`src/rtl/mult3b_seq.sv`:
```
// Sequential 3x3 unsigned multiplier: shift-and-add over three CALC steps,
// built around the soma3b ripple adder, with a start/busy/done handshake.

module soma3b (
  input  logic [2:0] x,
  input  logic [2:0] y,
  output logic [3:0] s
);
  logic [3:0] c;

  assign c[0] = 1'b0;

  for (genvar i = 0; i < 3; i++) begin : g_fa
    assign s[i]   = x[i] ^ y[i] ^ c[i];
    assign c[i+1] = (x[i] & y[i]) | (c[i] & (x[i] ^ y[i]));
  end

  assign s[3] = c[3];
endmodule

module mult3b_seq (
  input  logic       clk,
  input  logic       rst,
  input  logic       start,
  input  logic [2:0] a,
  input  logic [2:0] b,
  output logic [5:0] product,
  output logic       busy,
  output logic       done
);
  typedef enum logic [1:0] {
    IDLE = 2'd0,
    CALC = 2'd1,
    DONE = 2'd2
  } state_t;

  state_t     state;
  state_t     state_next;
  logic [2:0] m;
  logic [3:0] acc;
  logic [2:0] q;
  logic [1:0] cnt;

  logic [3:0] add_sum;
  logic [3:0] step_sum;
  logic [3:0] acc_next;
  logic [2:0] q_next;
  logic       carry_unused;

  soma3b u_add (
    .x (acc[2:0]),
    .y (m),
    .s (add_sum)
  );

  assign step_sum = q[0] ? add_sum : {1'b0, acc[2:0]};
  assign acc_next = {1'b0, step_sum[3:1]};
  assign q_next   = {step_sum[0], q[2:1]};

  // The right shift always clears acc[3], so it never feeds the next step.
  assign carry_unused = acc[3];

  // NOTE: sequential state uses non-blocking (<=) so every register samples
  // pre-edge values, independent of statement order.
  always_ff @(posedge clk) begin
    if (rst) state <= IDLE;
    else     state <= state_next;
  end

  // NOTE: state_next gets a default before the case so no path leaves it
  // unassigned, which would otherwise infer a latch.
  always_comb begin
    state_next = state;
    case (state)
      IDLE:    if (start) state_next = CALC;
      CALC:    if (cnt == 2'd2) state_next = DONE;
      DONE:    state_next = IDLE;
      default: state_next = IDLE;
    endcase
  end

  always_ff @(posedge clk) begin
    if (rst) begin
      m       <= '0;
      acc     <= '0;
      q       <= '0;
      cnt     <= '0;
      product <= '0;
    end else begin
      case (state)
        IDLE: begin
          if (start) begin
            m   <= a;
            q   <= b;
            acc <= '0;
            cnt <= '0;
          end
        end
        CALC: begin
          acc <= acc_next;
          q   <= q_next;
          cnt <= cnt + 2'd1;
          if (cnt == 2'd2) product <= {acc_next[2:0], q_next};
        end
        default: ;
      endcase
    end
  end

  assign busy = (state == CALC);
  assign done = (state == DONE);
endmodule
```
`config.mk`:
```
export PLATFORM = sky130hd
export DESIGN_NAME = mult3b_seq
export DESIGN_NICKNAME = d
export VERILOG_FILES = /design/src/rtl/mult3b_seq.sv
export SDC_FILE = /design/constraint.sdc
export NUM_CORES = 1
export LEC_CHECK = 0
export CAP_MARGIN = 20
export CORE_MARGIN = 4
export CORE_UTILIZATION = 44
export DETAILED_ROUTE_END_ITERATION = 16
export GPL_ROUTABILITY_DRIVEN = 0
export HOLD_SLACK_MARGIN = 0.03
export PLACE_DENSITY = 0.76
export SYNTH_ARGS = -nofsm -noshare
export SYNTH_HDL_FRONTEND = slang
export SYNTH_HIERARCHICAL = 1
export SYNTH_SLANG_ARGS = --single-unit
```
`constraint.sdc`:
```
create_clock -name clk -period 2.3 [get_ports clk]
set_input_delay 0.23 -clock clk [delete_from_list [all_inputs] [get_ports clk]]
set_output_delay 0.23 -clock clk [all_outputs]
set_load 0.01 [all_outputs]
```
# --- Word level (Yosys, flattened, before mapping) ---
# Cells that the tools add are included.
classes:
  reduce_logical: 6
  eq_ne: 5
  muxes: 10
  n_addsub: 1
  bitwise: 12
ops:
  columns: ["op", "count"]
  rows:
  - ["3-bit one-hot mux with 2 select lines", 2]
  - ["2-bit one-hot mux with 2 select lines", 2]
  - ["2-bit AND reduction", 4]
  - ["2-bit two-way mux", 3]
  - ["3-bit two-way mux", 2]
  - ["1-bit AND", 5]
  - ["1-bit XOR", 5]
  - ["2-bit == test (second input constant)", 2]
  - ["4-bit two-way mux", 1]
  - ["2-bit by 1-bit adder with 2-bit output (second input constant)", 1]
  - ["2-bit by 1-bit == test with 1-bit output (second input constant)", 1]
  - ["2-bit zero test", 1]
  - ["2-bit by 1-bit inequality test with 1-bit output (second input constant)", 1]
  - ["2-bit inequality test (second input constant)", 1]
  - ["1-bit OR", 2]
  - ["2-bit nonzero test", 1]
totals:
  in_bits: 9
  out_inout_bits: 8
  reg_bits: 19

# --- Logic depth before layout (Yosys ltp) ---
# Gate-level depths: netlist of run 1.
depth:
  ltp_word: 7
  ltp_mapped: 8

# --- Modules after synthesis ---
# The synthesis of run 1 kept the hierarchy.
modules_own_cells:
  columns: ["mod", "instances", "area_each_um2", "cells_each"]
  rows:
  - ["mult3b_seq", 1, 829.5, 84]
  - ["soma3b", 1, 71.3, 8]

# --- Least setup slack after synthesis of run 1 ---
# OpenSTA, ideal clock, no wires.
synth_timing:
  path_type: "register to register"
  startpoint: "reg acc[0]"
  endpoint: "reg acc[1]"
  t_arrival_ps: 1599
  stages_incl_launch_ff: 9
  setup_ps: 117
  setup_slack_ps: 584
  period_less_slack_ps: 1716
  required_time_ps: 2183
  path_buffers: 0
  path_cell_list: "dfxtp_1 ha_1 fa_1 inv_1 fa_1 inv_1 mux2_2 a22oi_1 nor2_1"
synth_between:
  elab_chain_len: 6
synth_rtl:
  columns: ["element", "line", "text"]
  rows:
  - ["start: declaration", "40", "logic [3:0] acc;"]
  - ["start signal: assignment", "100", "acc <= acc_next;"]
  - ["1-bit AND (2 in a row)", "15", "assign c[i+1] = (x[i] & y[i]) | (c[i] & (x[i] ^ y[i]));"]
  - ["1-bit OR", "15", null]
  - ["1-bit XOR", "14", "assign s[i] = x[i] ^ y[i] ^ c[i];"]
  - ["via add_sum[2]", "44", "logic [3:0] add_sum;"]
  - ["4-bit two-way mux", "56", "assign step_sum = q[0] ? add_sum : {1'b0, acc[2:0]};"]
  - ["3-bit one-hot mux with 2 select lines", "90", "case (state)"]
# The timed path passes the listed nets, and every way through them passes these cells.
# A chain may end at the register's enable or synchronous reset.

# --- Final worst setup path of run 1 ---
layout_timing:
  startpoint: "reg state[0]"
  endpoint: "out busy"
layout_between:
  elab_chain_len: 1
layout_rtl:
  columns: ["element", "line", "text"]
  rows:
  - ["start: declaration", "37", "state_t state;"]
  - ["start signal: assignment", "67", "else state <= state_next;"]
  - ["2-bit by 1-bit == test with 1-bit output", "110", "assign busy = (state == CALC);"]
  - ["end: declaration", "28", "output logic busy,"]
# No other way between the ends.

==> results of run 1 <==
-- logic make-up (layout without fill, tap and decap cells) --
group | count (synthesis) | in the layout | share of synthesized area
fa+ha+maj | 4 | 4 | 0.0722
buf+inv | 15 | 31 | 0.0792
flops | 19 | 19 | 0.422
mux | 7 | 7 | 0.0806
compound gates | 16 | 16 | 0.162
simple gates | 31 | 31 | 0.183
-- cells in the mapped netlist --
library cell,count,share of area
nor2_1,13,0.054
a211oi_2,1,0.014
clkbuf_2,1,0.0056
nand2b_4,1,0.015
buf_2,2,0.011
nor3_1,3,0.017
nor2_2,1,0.0069
fa_1,2,0.044
a211oi_1,1,0.0083
a32oi_1,1,0.0097
a22oi_1,3,0.025
a2bb2oi_1,1,0.0097
mux2_2,2,0.025
inv_2,1,0.0042
nor3b_4,1,0.021
nand2_1,7,0.029
buf_4,1,0.0083
buf_6,1,0.012
or3_1,1,0.0069
nand3b_1,1,0.0083
o21bai_4,1,0.021
dfxtp_1,19,0.42
and3b_1,1,0.0097
ha_1,2,0.028
a221oi_2,2,0.033
and2b_2,1,0.0097
nand3_1,1,0.0056
inv_1,9,0.037
a21oi_2,2,0.019
mux2i_1,5,0.056
o21ai_1,1,0.0056
a21oi_1,3,0.017
-- per-layer routing --
layer	GRT usage	vias to the layer above	part of all wire
met3	0.0282	4	0.037
met2	0.218	20	0.46
li1	-	343	-
met5	0	-	0
met4	0.0511	0	0.015
met1	0.187	317	0.49
-- area by class of cell --
type                       count  area (µm²)  share of cell area
timing repair buffer          17         168               0.153
sequential                    19         380               0.347
multi-input combinational     58         449               0.410
clock buffer                   4        26.3              0.0240
inverter                      10        37.5              0.0343
tap                           27        33.8              0.0309
-- power breakdown --
group,internal (mW),total (mW),switching (mW)
Combinational,0.0443,0.0850,0.0407
Sequential,0.342,0.356,0.0138
Clock,0.0675,0.169,0.102
Total,0.453,0.610,0.156
-- critical path, stage by stage, from the launching register on --
cell and delay, ns:
dfxtp_1 0.58, nand2b_4 0.12, inv_2 0.14, clkdlybuf4s50_1 0.56
-- sequential cells by signal, indices dropped and copies added, names as in the netlist --
name	count
acc	3
cnt	2
m	3
product	6
q	3
state	2
-- metrics by stage --
step                instances  utilization  cell area (µm²)  power [mW]  hold slack [ns]
CTS                       135        0.558             1090       0.613            0.471
global placement          131        0.545             1070       0.446            0.446
detailed placement        131        0.545             1070       0.449            0.455
floorplan                  92            -              901       0.421            0.377
finish                    135        0.558             1090       0.610            0.465
global route              135        0.558             1090       0.634            0.503
-- cells in the final DEF (no fill, tap or decap), types with 2 or more instances in the layout --
cell and n:
dfxtp_1 19, clkdlybuf4s50_1 16, nor2_1 13, inv_1 9, nand2_1 7, mux2i_1 5, a22oi_1 3, nor3_1 3
a21oi_1 3, clkbuf_4 3, mux2_2 2, a21oi_2 2, a221oi_2 2, ha_1 2, fa_1 2
-- how the worst max path moves through the flow --
stage	startpoint	depth (start not counted)	slack, ns	to
2_1_floorplan	acc[0]$_SDFFE_PP0P_	8	0.58	acc[1]$_SDFFE_PP0P_
3_3_place_gp	acc[0]$_SDFFE_PP0P_	8	0.54	acc[1]$_SDFFE_PP0P_
3_5_place_dp	acc[0]$_SDFFE_PP0P_	8	0.49	product[4]$_SDFFE_PP0P_
4_1_cts	state[0]$_SDFFE_PP0P_	3	0.36	busy
5_1_grt	state[0]$_SDFFE_PP0P_	3	0.29	busy
6_report	state[0]$_SDFFE_PP0P_	3	0.38	busy
==> out/qor.yml, run 1 <==
run_status:
  outcome: "finished clean"
grt:
  grt_use_total: 0.139
  grt_pass1_vias: 648
  grt_pass1_wl_mm: 2.92
  overflow: 0
  grt_antenna_before_repair: 0
  grt_max_degree: 12
synthesis:
  ys_seq_area_frac: 0.422
  synth_cell_type_count: 32
  syn-num-nets: 105
  ys_ff_latch: 19
  syn_area_per_cell_um2: 9.79
  netlist_area_um2: 901
  yosys_warnings: 6
  synthCells: 92
worst_setup_path:
  cp-start-kind: "register"
  critPathRequiredTime_ns: 2.07
  r2r-start: "acc[0]$_SDFFE_PP0P_"
  crit_type: "reg2out"
  reg2reg_depth: 8
  end_kind: "output pin"
  cp_max_fo: 7
  reg2reg_to: "product[4]$_SDFFE_PP0P_"
  crit_arrival_ns: 1.69
  rrSetupSlack_ns: 0.48
min_path:
  hold_start: "product[1]$_SDFFE_PP0P_"
  hold_class: "reg2reg"
  holdPathStages: 2
  holdPathEnd: "product[1]$_SDFFE_PP0P_"
sta:
  rsz0062_at_grt: "no"
  max_freq_mhz: 520
  fin_crit_sh: 0.836
  worstMarginPinSlew_ns: 0.454
  maxSlewHeadroom: 0.697
  maxSlewViolCount: 0
  fin_crit_ns: 1.92
  setup_tns_ns: 0
  finalHoldViolCount: 0
  fin_skew_ns: 0.00476
  finalSetupViolCount: 0
  fin_ws_ns: 0.376
floorplanning:
  start_util: 0.459
  coreArea_mm2: 0.00196
  dieHeight_um: 53.3
  num_io_pins: 17
  die_x_um: 53.3
  dieArea_mm2: 0.00284
  rows: 16
drt:
  via_per_inst: 5.07
  routedWlPerCell_um: 12.7
  drtIter0Drc: 21
  num_vias: 684
  routed_wl_mm: 1.71
  first_pass_iters: 4
  drc: 0
  ant_nets: 0
placement:
  port_buffers: 16
  dp_hpwl_mm: 1.29
  dpl_worst_slack_ns: 0.490
clock_tree:
  cts_max_path_buffers: 2
  postCtsSetupBuffers: 0
  cts_buffers: 3
  htree_num_levels: 1
  clk_latency_ns: 0.29
  cts_root_buf: "clkbuf_4"
  cts_tree: "done"
  clkSinkCount: 19
  cts.reportedPaths.clkPinSlew_ns: 0.11
  ctsHoldBuffers: 0
  cts_resized: 0
final_layout:
  nFillCells: 188
  drive_above_1_share: 0.157
  antenna_cells: 0
  nNetsFinal: 122
  area_growth_pct: 21.5
power:
  peakVddDrop_uv: 286
  p_leak_nw: 0.421
  p_per_area_mw_per_mm2: 557
job:
  cap_viol_max_count: 0
Note: power is estimated with default switching activity, not from simulation.
==> run 2: changes to the inputs <==
Clock period 2.3 ns to 1.8 ns, I/O delays scaled along.
==> out/qor.yml, run 2 (synthesis results as in run 1) <==
worst_setup_path:
  cp-start-kind: "register"  # unchanged
  crit_type: "reg2reg"  # was reg2out
  cp_top_family: "adder cells"  # was buffers and inverters
  crit_arrival_ns: 1.96  # was 1.69 ns
  critPathRequiredTime_ns: 2.00  # was 2.07 ns
  end_kind: "register"  # was output pin
  slowest_delay_ns: 0.47  # was 0.58 ns
  path_buf_inv: 2  # unchanged
  cp_max_fo: 2  # was 7
  crit_chain: "ha_4 > fa_2 > inv_2 > fa_1 > inv_1 > mux2_4 > a22oi_2 > nor2_1"  # was nand2b_4 > inv_2 > clkdlybuf4s50_1
  cp_slowest_cell: "fa_1"  # was dfxtp_1
final_layout:
  antenna_cells: 0  # unchanged
  layout_commonest_cell: "clkdlybuf4s50_1"  # was dfxtp_1
  nNetsFinal: 124  # was 122
  largest_reg_flops: 6  # unchanged
  top_register: "product"  # unchanged
  final_cell_mix: "clkdlybuf4s50_1 (16), dfxtp_1 (15), nor2_1 (13)"  # was dfxtp_1 (19), clkdlybuf4s50_1 (16), nor2_1 (13)
  fin_cells: 137  # was 135
  area_growth_pct: 26.4  # was 21.5%
  drive_above_1_share: 0.245  # was 0.157
sta:
  rsz0062_at_grt: "yes"  # was no
  maxSlewHeadroom: 0.770  # was 0.697
  max_freq_mhz: 569
  maxSlewViolCount: 0  # unchanged
  fin_crit_sh: 0.976
  worstMarginPinSlew_ns: 0.344  # was 0.454 ns
  fin_skew_ns: 0.00231  # was 0.00476 ns
  finalHoldViolCount: 0  # unchanged
  fin_ws_ns: 0.0425  # was 0.376 ns
  finalSetupViolCount: 0  # unchanged
  whs_ns: 0.449  # was 0.465 ns
  fin_crit_ns: 1.76
grt:
  grt_pass1_vias: 659  # was 648
  overflow: 0  # unchanged
  grt_pass1_wl_mm: 2.93  # was 2.92 mm
  grt_max_degree: 11  # was 12
  grt_use_total: 0.143  # was 0.139
  grt_antenna_before_repair: 0  # unchanged
drt:
  routedWlPerCell_um: 12.7  # about the same
  num_vias: 674  # was 684
  drc: 0  # unchanged
  routed_wl_mm: 1.74  # was 1.71 mm
  first_pass_iters: 4  # unchanged
  ant_nets: 0  # unchanged
  drtIter0Drc: 10  # was 21
  via_per_inst: 4.92  # was 5.07
floorplanning:
  dieArea_mm2: 0.00284  # unchanged
  start_util: 0.459  # unchanged
  rows: 16  # unchanged
  dieHeight_um: 53.3  # unchanged
  die_x_um: 53.3  # unchanged
  coreArea_mm2: 0.00196  # unchanged
  num_io_pins: 17  # unchanged
placement:
  dp_hpwl_mm: 1.26  # was 1.29 mm
  place_inst: 132  # was 131
  dpl_worst_slack_ns: -0.00802  # was 0.490 ns
  port_buffers: 16  # unchanged
clock_tree:
  cts_buffers: 3  # unchanged
  cts_tree: "done"  # unchanged
  clkSinkCount: 19  # unchanged
  cts.reportedPaths.clkPinSlew_ns: 0.10  # was 0.11 ns
  clk_latency_ns: 0.30  # was 0.29 ns
  cts_root_buf: "clkbuf_4"  # unchanged
  ctsHoldBuffers: 0  # unchanged
  cts_max_path_buffers: 2  # unchanged
  htree_num_levels: 1  # unchanged
power:
  p_per_area_mw_per_mm2: 690  # was 557 mW/mm²
  p_leak_nw: 0.430  # was 0.421 nW
  p_total_uw: 786  # was 610 µW
  peakVddDrop_uv: 390  # was 286 µV
run_status:
  outcome: "finished clean"  # unchanged
min_path:
  hold_class: "in2reg"  # was reg2reg
job:
  cap_viol_max_count: 0  # unchanged
[run 2: worst paths after layout]
kind                                start                 endpoint  slack [ns]  depth (start not counted)
setup reg to reg        m[0]$_SDFFE_PP0P_      acc[1]$_SDFFE_PP0P_        0.04                          8
setup / recovery        m[0]$_SDFFE_PP0P_      acc[1]$_SDFFE_PP0P_        0.04                          8
hold reg to reg   product[1]$_SDFFE_PP0P_  product[1]$_SDFFE_PP0P_        0.46                          2
hold / removal                       b[0]        q[0]$_SDFFE_PP0P_        0.45                          3
[run 2: layout make-up]
type | count | area [µm²]
clock buffers | 4 | 26.3
fillers | 189 | 823
inverters | 10 | 37.5
multi-input cells | 58 | 473
flip-flops and latches | 19 | 385
well taps | 27 | 33.8
repair buffers | 19 | 183
[run 2: tightest hold or removal path, cell delays in order]
cell,delay [ns]
clkdlybuf4s50_1,0.40
nand2_1,0.07
a221oi_2,0.05
[run 2: stage by stage]
step | area, µm² | setup TNS [ns] | util
2_1_floorplan | 901 | 0 | -
3_3_place_gp | 1080 | 0 | 0.548
3_5_place_dp | 1080 | -0.00802 | 0.548
4_1_cts | 1130 | -0.0123 | 0.577
5_1_grt | 1140 | -0.0765 | 0.580
6_report | 1140 | 0 | 0.580
[run 2: report_power, final]
group	leakage [nW]	internal (mW)	switching, mW	total (mW)
combinational	0.259	0.0593	0.0536	0.113
sequential	0.156	0.437	0.0192	0.457
clock	0.0150	0.0864	0.130	0.216
[run 2: metal layers]
metal  global-route usage  part of all wire  vias up
li1                     -                 -      343
met1                0.197              0.51      309
met2                0.202              0.43       17
met3               0.0254             0.028        5
met4               0.0894             0.027        0
met5                    0                 0        -
[run 2: what timing repair did]
action | 4_1_cts | 5_1_grt
setup endpoints to repair | 4 | 3
setup buffers | 1 | 0
pin swaps | 2 | 2
resized for setup | 8 | 2
==> run 3: changes to the inputs <==
Settings changed: CAP_MARGIN 20 to 10, PLACE_DENSITY 0.76 to 0.74, TNS_END_PERCENT set to 100.
==> out/qor.yml, run 3 (synthesis results as in run 1) <==
run_status:
  outcome: "finished clean"  # unchanged
final_layout:
  nFillCells: 189  # unchanged
  area.sequential_um2: 388  # was 385 µm²
  nNetsFinal: 123  # was 124
  drive_above_1_share: 0.248  # was 0.245
  layout_commonest_cell: "clkdlybuf4s50_1"  # unchanged
  area_growth_pct: 26.0  # was 26.4%
  antenna_cells: 0  # unchanged
  multi_input_area_um2: 473  # unchanged
  fin_area_mm2: 0.00113  # was 0.00114 mm²
  final_cell_mix: "clkdlybuf4s50_1 (16), dfxtp_1 (15), nor2_1 (13)"  # unchanged
  largest_reg_flops: 6  # unchanged
  top_register: "product"  # unchanged
power:
  p_seq_frac: 0.584  # was 0.581
  p_int_uw: 578  # was 583 µW
  clockPowerShare: 0.274  # was 0.275
  p_sw_uw: 203  # was 202 µW
  power_frac_comb: 0.143  # was 0.144
  netSwitchingFraction: 0.261  # was 0.258
  peakVddDrop_uv: 415  # was 390 µV
  p_per_area_mw_per_mm2: 688  # was 690 mW/mm²
  p_leak_nw: 0.429  # was 0.430 nW
drt:
  drtIter0Drc: 6  # was 10
  drc: 0  # unchanged
  routedWlPerCell_um: 13.2  # was 12.7 µm
  via_per_inst: 5.11  # was 4.92
  num_vias: 695  # was 674
  first_pass_iters: 4  # unchanged
  ant_nets: 0  # unchanged
  routed_wl_mm: 1.79  # was 1.74 mm
floorplanning:
  die_x_um: 53.3  # unchanged
  dieHeight_um: 53.3  # unchanged
  dieArea_mm2: 0.00284  # unchanged
  start_util: 0.459  # unchanged
  num_io_pins: 17  # unchanged
  rows: 16  # unchanged
  coreArea_mm2: 0.00196  # unchanged
grt:
  grt_max_degree: 18  # was 11
  grt_use_total: 0.142  # was 0.143
  grt_pass1_wl_mm: 2.96  # was 2.93 mm
  grt_pass1_vias: 662  # was 659
  overflow: 0  # unchanged
  grt_antenna_before_repair: 0  # unchanged
worst_setup_path:
  critPathRequiredTime_ns: 1.99  # was 2.00 ns
  slowest_delay_ns: 0.47  # about the same
  cp-start-kind: "register"  # unchanged
  cp_max_fo: 2  # unchanged
  path_buf_inv: 2  # unchanged
  crit_type: "reg2reg"  # unchanged
  crit_chain: "ha_4 > fa_2 > inv_2 > fa_1 > inv_1 > mux2_4 > a22oi_2 > nor2_1"  # unchanged
  cp_top_family: "adder cells"  # unchanged
  crit_arrival_ns: 1.97  # was 1.96 ns
  cp_slowest_cell: "fa_1"  # unchanged
  reg2reg_depth: 8  # unchanged
  end_kind: "register"  # unchanged
  path_depth: 8  # unchanged
clock_tree:
  clkSinkCount: 19  # unchanged
  cts_tree: "done"  # unchanged
  cts_root_buf: "clkbuf_4"  # unchanged
  clk_latency_ns: 0.29  # was 0.30 ns
  cts_buffers: 3  # unchanged
  cts.reportedPaths.clkPinSlew_ns: 0.11  # was 0.10 ns
  cts_max_path_buffers: 2  # unchanged
  htree_num_levels: 1  # unchanged
sta:
  fin_crit_ns: 1.78  # was 1.76 ns
  finalSetupViolCount: 0  # unchanged
  worstMarginPinSlew_ns: 0.380  # was 0.344 ns
  maxSlewViolCount: 0  # unchanged
  fin_skew_ns: 0.00464  # was 0.00231 ns
  finalHoldViolCount: 0  # unchanged
  rsz0062_at_grt: "yes"  # unchanged
  maxSlewHeadroom: 0.746  # was 0.770
  fin_ws_ns: 0.0229  # was 0.0425 ns
  max_freq_mhz: 563  # was 569 MHz
  whs_ns: 0.462  # was 0.449 ns
  fin_crit_sh: 0.987  # was 0.976
placement:
  dp_hpwl_mm: 1.27  # was 1.26 mm
  dpl_worst_slack_ns: -0.0522  # was -0.00802 ns
  dpl_cell_area_mm2: 0.00107  # was 0.00108 mm²
  port_buffers: 16  # unchanged
job:
  cap_viol_max_count: 0  # unchanged
min_path:
  holdPathStages: 2  # was 3
  hold_class: "reg2reg"  # was in2reg
-- run 3: cell count changes in the layout (fill, tap and decap cells not counted) --
cell / delta
buf_4: -1
dfxtp_2: -1
dfxtp_4: +1
clkinv_2: +1
clkbuf_1: -1
-- run 3: power groups by stage --
| stage | combinational, mW | clock, mW | sequential, mW |
|---|---|---|---|
| 2_1_floorplan | 0.0835 | 0 | 0.454 |
| 3_5_place_dp | 0.109 | 0 | 0.464 |
| 4_1_cts | 0.112 | 0.217 | 0.456 |
| 6_report | 0.111 | 0.214 | 0.456 |
| 5_1_grt | 0.121 | 0.233 | 0.459 |
| 3_3_place_gp | 0.107 | 0 | 0.463 |
-- run 3: path summary, 6_finish.rpt --
path	startpoint	end	slack, ns
max	m[0]$_SDFFE_PP0P_	acc[1]$_SDFFE_PP0P_	0.02
min reg2reg	product[1]$_SDFFE_PP0P_	product[1]$_SDFFE_PP0P_	0.46
min	product[1]$_SDFFE_PP0P_	product[1]$_SDFFE_PP0P_	0.46
max reg2reg	m[0]$_SDFFE_PP0P_	acc[1]$_SDFFE_PP0P_	0.02
-- run 3: per-layer routing --
| layer | vias to the layer above | GRT usage | routed length, µm |
|---|---|---|---|
| met4 | 0 | 0.0511 | 18 |
| met5 | - | 0 | 0 |
| li1 | 345 | - | - |
| met1 | 333 | 0.176 | 844 |
| met2 | 15 | 0.239 | 841 |
| met3 | 2 | 0.0282 | 87 |
-- run 3: timing repair --
item | in CTS | in global routing
hold buffers | 0 | 0
pin swaps | 1 | 1
setup endpoints to repair | 4 | 3
buffers inserted | 1 | 0
gates resized for setup | 9 | 2
endpoints found under the hold margin | 0 | 0
-- run 3: cell type report --
type,count,share of cell area
inverters,10,0.0331
multi-input cells,58,0.417
clock inverters,1,0.00441
clock buffers,3,0.0198
flip-flops and latches,19,0.342
repair buffers,18,0.154
well taps,27,0.0298
-- run 3: stage by stage --
| stage | util | TNS, ns | cells | total power, mW |
|---|---|---|---|---|
| after floorplan | - | 0 | 92 | 0.538 |
| after global placement | 0.545 | 0 | 131 | 0.570 |
| after detailed placement | 0.545 | -0.0775 | 131 | 0.573 |
| after CTS | 0.577 | -0.0118 | 136 | 0.785 |
| after global routing | 0.578 | -0.0658 | 136 | 0.813 |
| final | 0.578 | 0 | 136 | 0.781 |
-- run 3: tightest hold or removal path, delay by kind of cell (launching register included) --
family,cells,cell delay (ns)
DFF,1,0.32
and+or+nand+nor,1,0.05
AOI/OAI and AO/OA,1,0.05
